### config.mk
export PLATFORM = sky130hd
export DESIGN_NAME = dabus_packer_flat
export DESIGN_NICKNAME = d
export VERILOG_FILES = /design/src/rtl/dabus_packer_pkg.sv /design/src/rtl/dabus_packer_if.sv /design/src/rtl/dabus_packer_lane_shift.sv /design/src/rtl/dabus_packer.sv /design/src/flat_wrapper.sv
export SDC_FILE = /design/constraint.sdc
export NUM_CORES = 1
export LEC_CHECK = 0
export CORE_MARGIN = 2
export CORE_UTILIZATION = 50
export CTS_CLUSTER_SIZE = 20
export DETAILED_ROUTE_END_ITERATION = 8
export HOLD_SLACK_MARGIN = 0.03
export PLACE_DENSITY = 0.84
export RECOVER_POWER = 100
export SLEW_MARGIN = 10
export SYNTH_ARGS = -nofsm -noshare
export SYNTH_HDL_FRONTEND = slang
export SYNTH_SLANG_ARGS = --single-unit
### constraint.sdc
create_clock -name i_clk -period 3.25 [get_ports i_clk]
set_input_delay 0.325 -clock i_clk [delete_from_list [all_inputs] [get_ports i_clk]]
set_output_delay 0.325 -clock i_clk [all_outputs]
set_load 0.005 [all_outputs]
### src/rtl/dabus_packer_pkg.sv
// Shared constants, output beat type and byte-mask helpers for the dabus packer.
package dabus_packer_pkg;

  localparam int unsigned DABUS_BYTES = 8;
  localparam int unsigned DABUS_DW    = 8 * DABUS_BYTES;
  localparam int unsigned DABUS_CNT_W = 5;

  typedef struct packed {
    logic [DABUS_DW-1:0]    data;
    logic [DABUS_BYTES-1:0] keep;
    logic                   last;
  } beat_t;

  // Contiguous LSB mask with n bits set, n = 0..DABUS_BYTES.
  function automatic logic [DABUS_BYTES-1:0] keep_mask(input logic [3:0] n);
    logic [DABUS_BYTES-1:0] m;
    m = '0;
    for (int i = 0; i < DABUS_BYTES; i++) begin
      if (i < int'(n)) m[i] = 1'b1;
    end
    return m;
  endfunction

  function automatic logic [3:0] clamp_bytes(input logic [3:0] n);
    return (n > 4'(DABUS_BYTES)) ? 4'(DABUS_BYTES) : n;
  endfunction

endpackage

### src/rtl/dabus_packer_if.sv
// Input (partial word + byte count) and output (packed word + keep) streams of the packer.
interface dabus_packer_if;
  import dabus_packer_pkg::*;

  logic                   s_valid;
  logic                   s_ready;
  logic [DABUS_DW-1:0]    s_data;
  logic [3:0]             s_bytes;
  logic                   s_last;
  logic                   m_valid;
  logic                   m_ready;
  logic [DABUS_DW-1:0]    m_data;
  logic [DABUS_BYTES-1:0] m_keep;
  logic                   m_last;

  modport master (
    output s_valid, s_data, s_bytes, s_last, m_ready,
    input  s_ready, m_valid, m_data, m_keep, m_last
  );

  modport slave (
    input  s_valid, s_data, s_bytes, s_last, m_ready,
    output s_ready, m_valid, m_data, m_keep, m_last
  );

endinterface

### src/rtl/dabus_packer_lane_shift.sv
// Masks an LSB-aligned input word to its byte count and shifts it up by the fill level
// into a double-width window, ready to be ORed into the accumulator.
module dabus_packer_lane_shift
  import dabus_packer_pkg::*;
#(
  parameter int unsigned BYTES = DABUS_BYTES,
  parameter int unsigned CNT_W = DABUS_CNT_W
) (
  input  logic [8*BYTES-1:0]  i_data,
  input  logic [3:0]          i_bytes,
  input  logic [CNT_W-1:0]    i_cnt,
  output logic [16*BYTES-1:0] o_window
);

  logic [BYTES-1:0]   w_keep;
  logic [8*BYTES-1:0] w_masked;

  // Lanes beyond the byte count may carry garbage; zero them so the OR stays clean.
  always_comb begin
    w_keep   = keep_mask(i_bytes);
    w_masked = '0;
    for (int i = 0; i < int'(BYTES); i++) begin
      w_masked[8*i +: 8] = i_data[8*i +: 8] & {8{w_keep[i]}};
    end
  end

  assign o_window = {{(8*BYTES){1'b0}}, w_masked} << {i_cnt, 3'b000};

endmodule

### src/rtl/dabus_packer.sv
// Packs LSB-aligned partial words back-to-back into full words; s_last flushes the residue
// as a final, partially kept beat.
module dabus_packer
  import dabus_packer_pkg::*;
#(
  parameter int unsigned BYTES = DABUS_BYTES,
  parameter int unsigned CNT_W = DABUS_CNT_W
) (
  input logic           i_clk,
  input logic           i_rst_n,
  dabus_packer_if.slave io_bus
);

  localparam int unsigned DW = 8 * BYTES;

  logic [2*DW-1:0]  r_acc, w_acc_nxt, w_window, w_merged_acc;
  logic [CNT_W-1:0] r_cnt, w_cnt_nxt, w_merged, w_take;
  logic             r_flush_pend, w_flush_pend_nxt;
  logic             r_m_valid, w_m_valid_nxt;
  beat_t            r_out, w_out_nxt;
  logic [3:0]       w_bytes;
  logic             w_accept, w_free, w_flushing, w_pop;

  assign io_bus.s_ready = i_rst_n & ~r_flush_pend & (r_cnt <= CNT_W'(BYTES));
  assign w_bytes        = clamp_bytes(io_bus.s_bytes);
  assign w_accept       = io_bus.s_valid & io_bus.s_ready;

  dabus_packer_lane_shift #(
    .BYTES (BYTES),
    .CNT_W (CNT_W)
  ) u_lane_shift (
    .i_data   (io_bus.s_data),
    .i_bytes  (w_bytes),
    .i_cnt    (r_cnt),
    .o_window (w_window)
  );

  always_comb begin
    w_merged_acc = r_acc;
    w_merged     = r_cnt;
    if (w_accept) begin
      w_merged_acc = r_acc | w_window;
      w_merged     = r_cnt + CNT_W'(w_bytes);
    end
    w_flushing = r_flush_pend | (w_accept & io_bus.s_last);
    w_free     = ~r_m_valid | io_bus.m_ready;
    // A flush with nothing merged still pops: that is the zero-length last beat.
    w_pop      = w_free & ((w_merged >= CNT_W'(BYTES)) | w_flushing);
    w_take     = (w_merged >= CNT_W'(BYTES)) ? CNT_W'(BYTES) : w_merged;

    w_acc_nxt        = w_merged_acc;
    w_cnt_nxt        = w_merged;
    w_out_nxt        = r_out;
    w_m_valid_nxt    = r_m_valid;
    w_flush_pend_nxt = r_flush_pend | (w_accept & io_bus.s_last);

    if (w_pop) begin
      w_out_nxt.data = w_merged_acc[DW-1:0];
      w_out_nxt.keep = keep_mask(4'(w_take));
      w_out_nxt.last = w_flushing & (w_merged <= CNT_W'(BYTES));
      w_m_valid_nxt  = 1'b1;
      w_acc_nxt      = w_merged_acc >> DW;
      w_cnt_nxt      = w_merged - w_take;
      if (w_out_nxt.last) w_flush_pend_nxt = 1'b0;
    end else if (w_free) begin
      w_m_valid_nxt = 1'b0;
    end
  end

  always_ff @(posedge i_clk) begin
    if (!i_rst_n) begin
      r_acc        <= '0;
      r_cnt        <= '0;
      r_flush_pend <= 1'b0;
      r_m_valid    <= 1'b0;
      r_out        <= '0;
    end else begin
      r_acc        <= w_acc_nxt;
      r_cnt        <= w_cnt_nxt;
      r_flush_pend <= w_flush_pend_nxt;
      r_m_valid    <= w_m_valid_nxt;
      r_out        <= w_out_nxt;
    end
  end

  assign io_bus.m_valid = r_m_valid;
  assign io_bus.m_data  = r_out.data;
  assign io_bus.m_keep  = r_out.keep;
  assign io_bus.m_last  = r_out.last;

endmodule

### src/flat_wrapper.sv
// flat-port wrapper written by rule: the top's interface ports become plain ports
module dabus_packer_flat import dabus_packer_pkg::*;
#(
  parameter int unsigned BYTES = DABUS_BYTES,
  parameter int unsigned CNT_W = DABUS_CNT_W
)
  (i_clk, i_rst_n, io_bus_s_valid, io_bus_s_data, io_bus_s_bytes, io_bus_s_last, io_bus_m_ready, io_bus_s_ready, io_bus_m_valid, io_bus_m_data, io_bus_m_keep, io_bus_m_last);
  dabus_packer_if io_bus_i ();
  input logic i_clk;
  input logic i_rst_n;
  input wire logic [$bits(io_bus_i.s_valid)-1:0] io_bus_s_valid;
  input wire logic [$bits(io_bus_i.s_data)-1:0] io_bus_s_data;
  input wire logic [$bits(io_bus_i.s_bytes)-1:0] io_bus_s_bytes;
  input wire logic [$bits(io_bus_i.s_last)-1:0] io_bus_s_last;
  input wire logic [$bits(io_bus_i.m_ready)-1:0] io_bus_m_ready;
  output wire logic [$bits(io_bus_i.s_ready)-1:0] io_bus_s_ready;
  output wire logic [$bits(io_bus_i.m_valid)-1:0] io_bus_m_valid;
  output wire logic [$bits(io_bus_i.m_data)-1:0] io_bus_m_data;
  output wire logic [$bits(io_bus_i.m_keep)-1:0] io_bus_m_keep;
  output wire logic [$bits(io_bus_i.m_last)-1:0] io_bus_m_last;
  assign io_bus_i.s_valid = io_bus_s_valid;
  assign io_bus_i.s_data = io_bus_s_data;
  assign io_bus_i.s_bytes = io_bus_s_bytes;
  assign io_bus_i.s_last = io_bus_s_last;
  assign io_bus_i.m_ready = io_bus_m_ready;
  assign io_bus_s_ready = io_bus_i.s_ready;
  assign io_bus_m_valid = io_bus_i.m_valid;
  assign io_bus_m_data = io_bus_i.m_data;
  assign io_bus_m_keep = io_bus_i.m_keep;
  assign io_bus_m_last = io_bus_i.m_last;
  dabus_packer #(.BYTES(BYTES), .CNT_W(CNT_W)) u_core (.i_clk(i_clk), .i_rst_n(i_rst_n), .io_bus(io_bus_i));
endmodule
== Word level (Yosys, flattened, before mapping) ==
Cells that the tools add are included.

* Register bits after elaboration: 208
* Input port bits: 73
* Output and inout bits: 75
* Logic and storage cells: 80

* Add/sub/neg operators: 2
* Order comparisons: 20
* Shifts and indexed selects: 1
* Multiplexer cells: 26
* Bitwise operators: 21
* Reductions and logical operators: 2

{| class="wikitable"
|+ Operator list
! cell !! count
|-
| 128-bit two-way mux || 1
|-
| 128-bit OR || 1
|-
| 64-bit by 8-bit << shifter with 128-bit output || 1
|-
| 8-bit AND || 8
|-
| 64-bit two-way mux || 1
|-
| 3-bit by 4-bit < comparator with 1-bit output (first input constant) || 8
|-
| 1-bit two-way mux || 20
|-
| 1-bit by 4-bit < comparator with 1-bit output (first input constant) || 4
|-
| 2-bit by 4-bit < comparator with 1-bit output (first input constant) || 4
|-
| 5-bit two-way mux || 3
|-
| 5-bit by 4-bit less-or-equal comparator with 1-bit output (second input constant) || 2
|-
| 1-bit AND || 6
|-
| 5-bit by 4-bit adder with 5-bit output || 1
|-
| 5-bit by 4-bit greater-or-equal comparator with 1-bit output (second input constant) || 1
|-
| 5-bit subtractor || 1
|-
| 4-bit > comparator (second input constant) || 1
|-
| 4-bit two-way mux || 1
|-
| 1-bit inverter || 3
|-
| 1-bit OR || 3
|-
| 2-bit nonzero test || 1
|-
| 2-bit OR reduction || 1
|}

== Depth between registers and ports, before layout ==
Gate-level depths: netlist (run 1).

* Depth in word-level cells: 9
* Depth in mapped cells: 15
* Mapped depth without buffers: 12

== Cells and area by module ==
From an unflattened synthesis (run 1), not the netlist that was laid out.

* Cells, all modules: 1403
* Area, all modules: 11115.7 um^2

{| class="wikitable"
|+ Modules (own cells, without submodules)
! module !! times used !! cells an instance !! area an instance (um^2) !! sequential area each (um^2)
|-
| dabus_packer || 1 || 807 || 7470.9 || 4164.0
|-
| dabus_packer_lane_shift || 1 || 596 || 3644.7 || 0.0
|}

== Least setup slack after synthesis (run 1) ==
Ideal clock, no wire load.

* Path kind: register to register
* From: reg u_core.r_cnt[1]
* To: reg u_core.r_cnt[4]
* Setup time: 122 ps
* Arrival time: 3268 ps
* Required time: 3128 ps
* Slack: -140 ps
* Stages on the path, launching flop included: 16
* Buffers on the path: 4
* Clock period less this slack: 3390 ps
* Cells stage by stage: dfxtp_1 -> buf_2 -> buf_2 -> buf_1 -> xnor2_1 -> ha_1 -> nand2_1 -> a31oi_1 -> nand2b_2 -> a2bb2oi_1 -> buf_2 -> nand2_1 -> ha_1 -> a221o_1 -> a21o_1 -> a311o_1

* Cells in the longest elaborated chain, start to end: 8
* Elaborated cells between the ends (all ways): 13
* Those cells by class: add/sub (2); order compare (2); mux (3); bitwise (6)

{| class="wikitable"
|+ Ends and longest elaborated chain
! element !! RTL line !! RTL
|-
| from (decl) || dabus_packer.sv:17 || <nowiki>logic [CNT_W-1:0] r_cnt, w_cnt_nxt, w_merged, w_take;</nowiki>
|-
| from (signal assigned) || dabus_packer.sv:79 || <nowiki>r_cnt <= w_cnt_nxt;</nowiki>
|-
| 5-bit by 4-bit less-or-equal comparator with 1-bit output || dabus_packer.sv:24 || <nowiki>assign io_bus.s_ready = i_rst_n & ~r_flush_pend & (r_cnt <= CNT_W'(BYTES));</nowiki>
|-
| 1-bit AND || dabus_packer.sv:24 ||
|-
| 1-bit AND || dabus_packer.sv:26 || <nowiki>assign w_accept = io_bus.s_valid & io_bus.s_ready;</nowiki>
|-
| 5-bit two-way mux or 1-bit AND (tied branches) || dabus_packer.sv:41, dabus_packer.sv:45 ||
|-
| 5-bit by 4-bit greater-or-equal comparator with 1-bit output or 1-bit OR (tied branches) || dabus_packer.sv:48, dabus_packer.sv:49, dabus_packer.sv:45 ||
|-
| 5-bit two-way mux or 1-bit OR (tied branches) || dabus_packer.sv:49, dabus_packer.sv:48 ||
|-
| 5-bit subtractor or 1-bit AND (tied branches) || dabus_packer.sv:63, dabus_packer.sv:48 ||
|-
| 5-bit two-way mux (*) || dabus_packer.sv:57 || <nowiki>if (w_pop) begin</nowiki>
|}

Every way passes the cells marked *; elsewhere a longest branch is shown, timed or not.
A chain may end at the register's enable or synchronous reset.

== Final worst setup path (run 1) ==
* From: reg u_core.r_cnt[2]
* To: reg u_core.r_acc[39]

* Cells in the longest elaborated chain, start to end: 8
* Elaborated cells between the ends (all ways): 14
* Those cells by class: add/sub (1); order compare (2); shift (1); mux (3); bitwise (7)

{| class="wikitable"
|+ Ends and longest elaborated chain
! element !! RTL line !! RTL
|-
| 5-bit by 4-bit less-or-equal comparator with 1-bit output || dabus_packer.sv:24 ||
|-
| 1-bit AND || dabus_packer.sv:24 ||
|-
| 1-bit AND || dabus_packer.sv:26 ||
|-
| 5-bit two-way mux or 1-bit AND (tied branches) || dabus_packer.sv:41, dabus_packer.sv:45 ||
|-
| 5-bit by 4-bit greater-or-equal comparator with 1-bit output or 1-bit OR (tied branches) || dabus_packer.sv:48, dabus_packer.sv:45 ||
|-
| 1-bit OR || dabus_packer.sv:48 || <nowiki>w_pop = w_free & ((w_merged >= CNT_W'(BYTES)) | w_flushing);</nowiki>
|-
| 1-bit AND || dabus_packer.sv:48 ||
|-
| 64-bit two-way mux (*) || dabus_packer.sv:57 ||
|-
| to (signal assigned) || dabus_packer.sv:78 || <nowiki>r_acc <= w_acc_nxt;</nowiki>
|-
| to (decl) || dabus_packer.sv:16 || <nowiki>logic [2*DW-1:0] r_acc, w_acc_nxt, w_window, w_merged_acc;</nowiki>
|}

Marked as above.

==> reports/metrics.yaml, run 1 <==
status:
  status: "complete, no violations"
yosys:
  synth_edf_count: 0
  ys_types: 75
  synth_compound_area_share_pct: 33.26
  syn_area_um2: 10900
  synth-xor-area-share_pct: 0.08039
  synthSimpleGateAreaFrac_pct: 17.16
  async_flop_share_pct: 0
  synth_top_family_by_area: "compound AO/OA/AOI/OAI gates"
  synth_fa_ha_area_share_pct: 0.5742
  synthMuxAreaShare_pct: 3.307
  ys_ff_latch: 208
  yosysSeqAreaShare_pct: 38.22
  netlist_instances: 1278
  syn_area_per_cell_um2: 8.525
  synthFlopType: "dfxtp_1"
  synth_fp_nets: 1356
  yosysWarningCount: 0
setup_path:
  end_kind: "flop"
  worst-endpoint-required_ns: 3.70
  worstPathArrival_ns: 3.56
  r2r_cells: 7
  crit_type: "flop to flop"
  crit_path_end: "u_core.r_acc[39]"
  crit_fanout: 18
  crit_path_start: "u_core.r_cnt[2]"
  r2r-start: "u_core.r_cnt[2]"
  reg2reg_slack_ns: 0.14
  cp-start-kind: "flop"
  r2r-end: "u_core.r_acc[39]"
power:
  p_switching_mw: 5.492
  clock_power_share_pct: 19.5
  combPwrFrac_pct: 51.0
  pwr-share-seq_pct: 29.6
  ir_drop_mv: 0.5493
  power_density_nw_per_um2: 975.0
  power_switching_share_pct: 42.12
  p_leak_nw: 5.226
  p_int_mw: 7.545
  total_power_mw: 13.04
place:
  port_buffers: 147
  dpl_worst_slack_ns: -0.1307
  place.gp.congestion: 1.025
  dp_hpwl_mm: 28.32
  placed_area_um2: 12740
clock_tree:
  cts_tree: "done"
  numClockSinks: 208
  post_cts_resized: 0
  ctsHtreeMaxLevel: 1
  postCtsHoldBufs: 0
  cts_buffers: 22
  path_clk_slew_ns: 0.06
  clockRootBuffer: "clkbuf_16"
  cts_setup_buffers: 0
  clk_latency_ns: 0.54
  clk_path_buf_depth: 3
global_routing:
  globalRoute.totalOverflow: 0
  antenna_found_initial: 0
  grt_use_total_pct: 33.56
  grt_first_pass_wirelength_mm: 59.59
  grt_pass1_vias: 10410
  grt_start_max_net_pins: 70
floorplan:
  die_h_um: 151.6
  pin_count: 148
  row_count: 54
  core-area_um2: 21620
  die_w_um: 151.6
  start_util_pct: 50.39
  die-area_um2: 22990
timing:
  max_slew_margin_pct: 18.23
  slew_viol_final: 0
  fin_crit_ns: 3.113
  tightestPinTransition_ns: 1.224
  setup_viol: 0
  setup_slack_ns: 0.1369
  finClkSkew_ns: 0.01924
  finalHoldViolCount: 0
  max_freq_ghz: 0.3212
  rsz0062_at_grt: "false"
  fin_crit_sh_pct: 95.79
cells_and_area:
  nets: 1476
  final_common_cell: "dfxtp_1"
  num_antenna_cells: 0
  drive_gt1_share_pct: 9.901
  post-route-util_pct: 61.85
  layout_common_cells: "207 x dfxtp_1, 177 x nor2_1, 88 x a21oi_1"
  finish.instance_area_um2: 13370
  area_growth_pct: 22.73
route:
  dr.pass1.iters: 6
  ant_nets: 0
  viasPerCell: 6.661
  drtIter0Drc: 1417
  num_vias: 11280
  drt-total-wl_mm: 39.69
  post-route-drc-count: 0
  wl_per_cell_um: 23.43
flow_run:
  maxCapViolCount: 0
hold_path:
  min_path_type: "flop to flop"
[sequential cells by signal, summed over array words and instances, names as in the netlist]
signal / cells
u_core.r_acc: 128
u_core.io_bus.m_valid: 1
u_core.io_bus.m_data: 64
u_core.io_bus.m_keep: 8
u_core.io_bus.m_last: 1
u_core.r_cnt: 5
u_core.r_flush_pend: 1
[cells by family after synthesis]
logic type                 after synthesis
AOI/OAI and AO/OA                      461
xor gates and xnor gates                 1
adders and majority gates                5
buffers and inverters                  165
DFF                                    208
muxes                                   34
other                                    1
and+or+nand+nor                        403
[metrics by stage]
| stage | hold WS, ns | std cells | setup TNS, ns |
|---|---|---|---|
| after floorplan | 0.4241 | 1278 | 0 |
| after global placement | 0.4339 | 1654 | 0 |
| after detailed placement | 0.4404 | 1654 | -0.1307 |
| after CTS | 0.4559 | 1694 | 0 |
| after global routing | 0.4717 | 1694 | 0 |
| final | 0.4527 | 1694 | 0 |
[how the worst min path moves through the flow]
| stage | startpoint | to | slack [ns] | depth (start not counted) |
|---|---|---|---|---|
| 5_1_grt | u_core.r_acc[123] | u_core.r_acc[123] | 0.47 | 2 |
| 2_1_floorplan | u_core.r_acc[127] | u_core.r_acc[127] | 0.42 | 2 |
| 6_report | u_core.r_acc[127] | u_core.r_acc[127] | 0.45 | 2 |
| 4_1_cts | u_core.r_acc[127] | u_core.r_acc[127] | 0.46 | 2 |
| 3_5_place_dp | u_core.r_acc[127] | u_core.r_acc[127] | 0.44 | 2 |
| 3_3_place_gp | u_core.r_acc[127] | u_core.r_acc[127] | 0.43 | 2 |
[power groups by stage]
| stage | clock [mW] | combinational (mW) | sequential, mW |
|---|---|---|---|
| 4_1_cts | 2.56 | 6.80 | 3.87 |
| 6_report | 2.54 | 6.64 | 3.85 |
| 5_1_grt | 2.65 | 7.17 | 3.94 |
| 3_3_place_gp | 0 | 6.60 | 3.89 |
| 3_5_place_dp | 0 | 6.74 | 3.91 |
| 2_1_floorplan | 0 | 4.29 | 3.86 |
[worst max-delay path, stage by stage (launching register included)]
cell and delay (ns):
dfxtp_1 0.49, clkbuf_2 0.46, nor2b_1 1.01, nand3_1 0.19, buf_4 0.23, o221ai_1 0.34, nor2_1 0.09, a211oi_2 0.20
[cells in the mapped netlist, types with 18 or more instances]
master / count / area, um2
buf_2: 42 / 210.2
nor2_1: 179 / 671.9
and3_1: 26 / 162.7
a32oi_1: 24 / 210.2
a21oi_1: 88 / 440.4
nor3_1: 25 / 125.1
nand2_1: 61 / 229.0
o21ai_0: 18 / 90.09
a211oi_1: 82 / 615.6
mux2i_1: 18 / 180.2
inv_1: 42 / 157.7
dfxtp_1: 208 / 4164
nand3_1: 40 / 200.2
a221oi_1: 23 / 201.4
clkbuf_1: 52 / 195.2
[layout make-up]
type | instances | area (um2)
clock inverters | 6 | 87.58
inverters | 44 | 166.4
flip-flops and latches | 208 | 4165
well taps | 280 | 350.3
repair buffers | 217 | 2064
fillers | 1898 | 8249
multi-input cells | 905 | 5892
clock buffers | 34 | 645.6
[per-layer routing]
| metal | track usage [%] | vias to the layer above | part of all wire [%] |
|---|---|---|---|
| li1 | - | 5076 | - |
| met5 | 0 | - | 0 |
| met1 | 45.83 | 5367 | 41 |
| met3 | 6.677 | 121 | 11 |
| met2 | 52.47 | 720 | 44 |
| met4 | 12.82 | 0 | 4.1 |
Power figures use the tool's default switching activity.
==> inputs of run 2 (changes only) <==
CORE_ASPECT_RATIO = 0.9   (was unset)
PLACE_DENSITY = 0.83   (was 0.84)
SYNTH_HIERARCHICAL = 1   (was unset)
==> run 2 against run 1 <==
Final cell count increased by 12%. First-iteration DRC count down 7.6%. Highest routed layer unchanged. Via count rose by 6.8%.
==> reports/metrics.yaml, run 2 <==
status:
  status: "complete, no violations"  # unchanged
route:
  dr.pass1.iters: 6  # unchanged
  ant_nets: 0  # unchanged
  drtIter0Drc: 1310  # was 1417
  wl_per_cell_um: 23.18  # was 23.43 um
  num_vias: 12050  # was 11280
  drt-total-wl_mm: 43.91  # was 39.69 mm
  viasPerCell: 6.364  # was 6.661
  post-route-drc-count: 0  # unchanged
clock_tree:
  post_cts_resized: 0  # unchanged
  clockRootBuffer: "clkbuf_16"  # unchanged
  cts_setup_buffers: 0  # unchanged
  clk_latency_ns: 0.52  # was 0.54 ns
  cts_buffers: 21  # was 22
  cts_tree: "done"  # unchanged
  postCtsHoldBufs: 0  # unchanged
  path_clk_slew_ns: 0.06  # about the same
  ctsHtreeMaxLevel: 1  # unchanged
  clk_path_buf_depth: 3  # unchanged
  numClockSinks: 208  # unchanged
floorplan:
  pin_count: 148  # unchanged
  start_util_pct: 51.08  # was 50.39%
  die_w_um: 161.2  # was 151.6 um
  die-area_um2: 23440  # was 22990 um2
  die_h_um: 145.5  # was 151.6 um
  row_count: 51  # was 54
  core-area_um2: 21760  # was 21620 um2
setup_path:
  r2r_cells: 10  # was 7
  worst-endpoint-required_ns: 2.92  # was 3.70 ns
  reg2reg_slack_ns: 0.43  # was 0.14 ns
  cp-start-kind: "flop"  # unchanged
  crit_type: "flop to primary output"  # was flop to flop
  r2r-start: "u_core/r_cnt[1]"  # was u_core.r_cnt[2]
  r2r-end: "u_core/r_acc[51]"  # was u_core.r_acc[39]
  worstPathArrival_ns: 2.66  # was 3.56 ns
  end_kind: "primary output"  # was flop
  crit_fanout: 17  # was 18
hold_path:
  min_path_type: "flop to flop"  # unchanged
  hold_depth: 2  # unchanged
  holdCritStartpoint: "u_core/r_acc[127]"  # was u_core.r_acc[127]
  holdPathEnd: "u_core/r_acc[127]"  # was u_core.r_acc[127]
yosys:
  yosysSeqAreaShare_pct: 37.46  # was 38.22%
  synth_compound_area_share_pct: 32.16  # was 33.26%
  ys_ff_latch: 208  # unchanged
  syn_area_per_cell_um2: 7.923  # was 8.525 um2
  yosysWarningCount: 6  # was 0
  synth_edf_count: 0  # unchanged
  yosysMostFrequentCell: "dfxtp_1"  # unchanged
  synth_top_family_by_area: "compound AO/OA/AOI/OAI gates"  # unchanged
  yosys.area.top_type: "dfxtp_1"  # unchanged
  netlist_instances: 1403  # was 1278
  synth_fp_nets: 1482  # was 1356
  syn_area_um2: 11120  # was 10900 um2
  synth.top_cells.by_count: "208 x dfxtp_1, 189 x a21oi_1, 173 x nor2_1"  # was 208 x dfxtp_1, 179 x nor2_1, 88 x a21oi_1
  ys_types: 80  # was 75
  synth_fa_ha_area_share_pct: 0.7429  # was 0.5742%
  netlist.area_leader.share_pct: 37.46  # was 38.22%
  synthSimpleGateAreaFrac_pct: 20.41  # was 17.16%
  synth-xor-area-share_pct: 0.07879  # was 0.08039%
  synthMuxAreaShare_pct: 2.544  # was 3.307%
  synthTopCellsByArea: "dfxtp_1 37%, a21oi_1 8.5%, nor2_1 5.8%"  # was dfxtp_1 38%, nor2_1 6.2%, a211oi_1 5.6%
  synthFlopType: "dfxtp_1"  # unchanged
  async_flop_share_pct: 0  # unchanged
place:
  dpl_worst_slack_ns: -0.06054  # was -0.1307 ns
  dp_hpwl_mm: 32.34  # was 28.32 mm
  place.gp.congestion: 1.066  # was 1.025
  port_buffers: 147  # unchanged
timing:
  max_slew_margin_pct: 42.85  # was 18.23%
  rsz0062_at_grt: "false"  # unchanged
  max_freq_ghz: 0.3346  # was 0.3212 GHz
  fin_crit_ns: 2.989  # was 3.113 ns
  setup_viol: 0  # unchanged
  slew_viol_final: 0  # unchanged
  setup_tns_ns: 0  # unchanged
  hold_slack_ns: 0.4484  # was 0.4527 ns
  tightestPinTransition_ns: 0.8542  # was 1.224 ns
  finClkSkew_ns: 0.01159  # was 0.01924 ns
  fin_crit_sh_pct: 91.97  # was 95.79%
  finalHoldViolCount: 0  # unchanged
  setup_slack_ns: 0.2610  # was 0.1369 ns
global_routing:
  globalRoute.totalOverflow: 0  # unchanged
  grt_use_total_pct: 35.97  # was 33.56%
  grt_start_max_net_pins: 129  # was 70
  grt_first_pass_wirelength_mm: 66.27  # was 59.59 mm
  antenna_found_initial: 0  # unchanged
  grt_pass1_vias: 11370  # was 10410
cells_and_area:
  area_growth_pct: 27.50  # was 22.73%
  drive_gt1_share_pct: 13.04  # was 9.901%
  nets: 1668  # was 1476
  layout_common_cells: "206 x dfxtp_1, 189 x a21oi_1, 173 x nor2_1"  # was 207 x dfxtp_1, 177 x nor2_1, 88 x a21oi_1
  multi_input_area_um2: 6177  # was 5892 um2
  num_antenna_cells: 0  # unchanged
  fillers: 1896  # was 1898
  regArea_um2: 4167  # was 4165 um2
  final_common_cell: "dfxtp_1"  # unchanged
  largest_register: "u_core/r_acc"  # was u_core.r_acc
  largest_reg_flops: 128  # unchanged
power:
  power_switching_share_pct: 36.67  # was 42.12%
  power_density_nw_per_um2: 650.8  # was 975.0 nW/um2
  p_leak_nw: 5.967  # was 5.226 nW
  combPwrFrac_pct: 40.2  # was 51.0%
  p_int_mw: 5.841  # was 7.545 mW
  pwr-share-seq_pct: 33.6  # was 29.6%
  clock_power_share_pct: 26.2  # was 19.5%
  p_switching_mw: 3.383  # was 5.492 mW
  ir_drop_mv: 0.5413  # was 0.5493 mV
flow_run:
  maxCapViolCount: 0  # unchanged
-- run 2: cell count changes after synthesis, sizes merged, moves of 15 or more --
cell	change
a21oi	+102
nand2	+101
a211oi	-61
o2bb2ai	+32
and3	+29
o22ai	+24
inv	-22
o21ai	+21
nand3	-20
a221oi	-16
nand4	-15
-- run 2: how the worst max path moves through the flow --
stage | from | to | slack (ns) | depth (start not counted)
3_3_place_gp | io_bus_s_bytes[3] | u_core/r_acc[3] | 0.05 | 14
5_1_grt | io_bus_s_bytes[3] | u_core/r_acc[43] | 0.1 | 13
4_1_cts | u_core/r_cnt[1] | io_bus_s_ready | 0.22 | 3
6_report | u_core/r_cnt[1] | io_bus_s_ready | 0.26 | 3
2_1_floorplan | io_bus_s_bytes[0] | u_core/r_cnt[2] | 0.63 | 14
3_5_place_dp | io_bus_s_bytes[3] | u_core/r_acc[20] | -0.06 | 11
-- run 2: stage by stage --
step	cell area, um2	std cells	utilization, %	power [mW]
global placement	13580	1857	62.42	6.794
finish	14170	1894	65.13	9.224
CTS	14260	1894	65.53	9.295
floorplan	11120	1403	-	5.228
detailed placement	13580	1857	62.42	6.859
global route	14170	1894	65.13	9.653
-- run 2: critical path, cell delays in order (launching register included) --
cell and delay, ns:
dfxtp_2 0.44, or3_1 0.55, a2111oi_0 0.53, dlygate4sd3_1 0.64
-- run 2: layout make-up --
type | count | share of cell area [%]
flip-flops and latches | 208 | 29.40
clock inverters | 5 | 0.4238
clock buffers | 32 | 4.352
repair buffers | 294 | 19.11
inverters | 21 | 0.5562
well taps | 291 | 2.569
multi-input cells | 1043 | 43.59
-- run 2: cells by family (layout without fill, tap and decap cells) --
group	after synthesis	after routing
flops	208	208
other cells	1	1
simple gates	495	495
compound gates	512	512
mux	28	28
fa+ha+maj	6	6
buf+inv	152	352
xor+xnor	1	1
-- run 2: power groups by stage --
stage	Sequential [mW]	Clock [mW]	Combinational, mW
after floorplan	3.14	0	2.09
after global placement	3.15	0	3.65
after detailed placement	3.16	0	3.70
after CTS	3.11	2.45	3.74
after global routing	3.13	2.53	3.99
final	3.10	2.42	3.71
-- run 2: metal layers --
layer  up-vias  share of wire (%)  track usage (%)
li1       5499                  -                -
met1      5716                 43            49.70
met3       123                9.1            6.384
met4         0                4.6            14.60
met5         -                  0                0
met2       716                 44            55.73
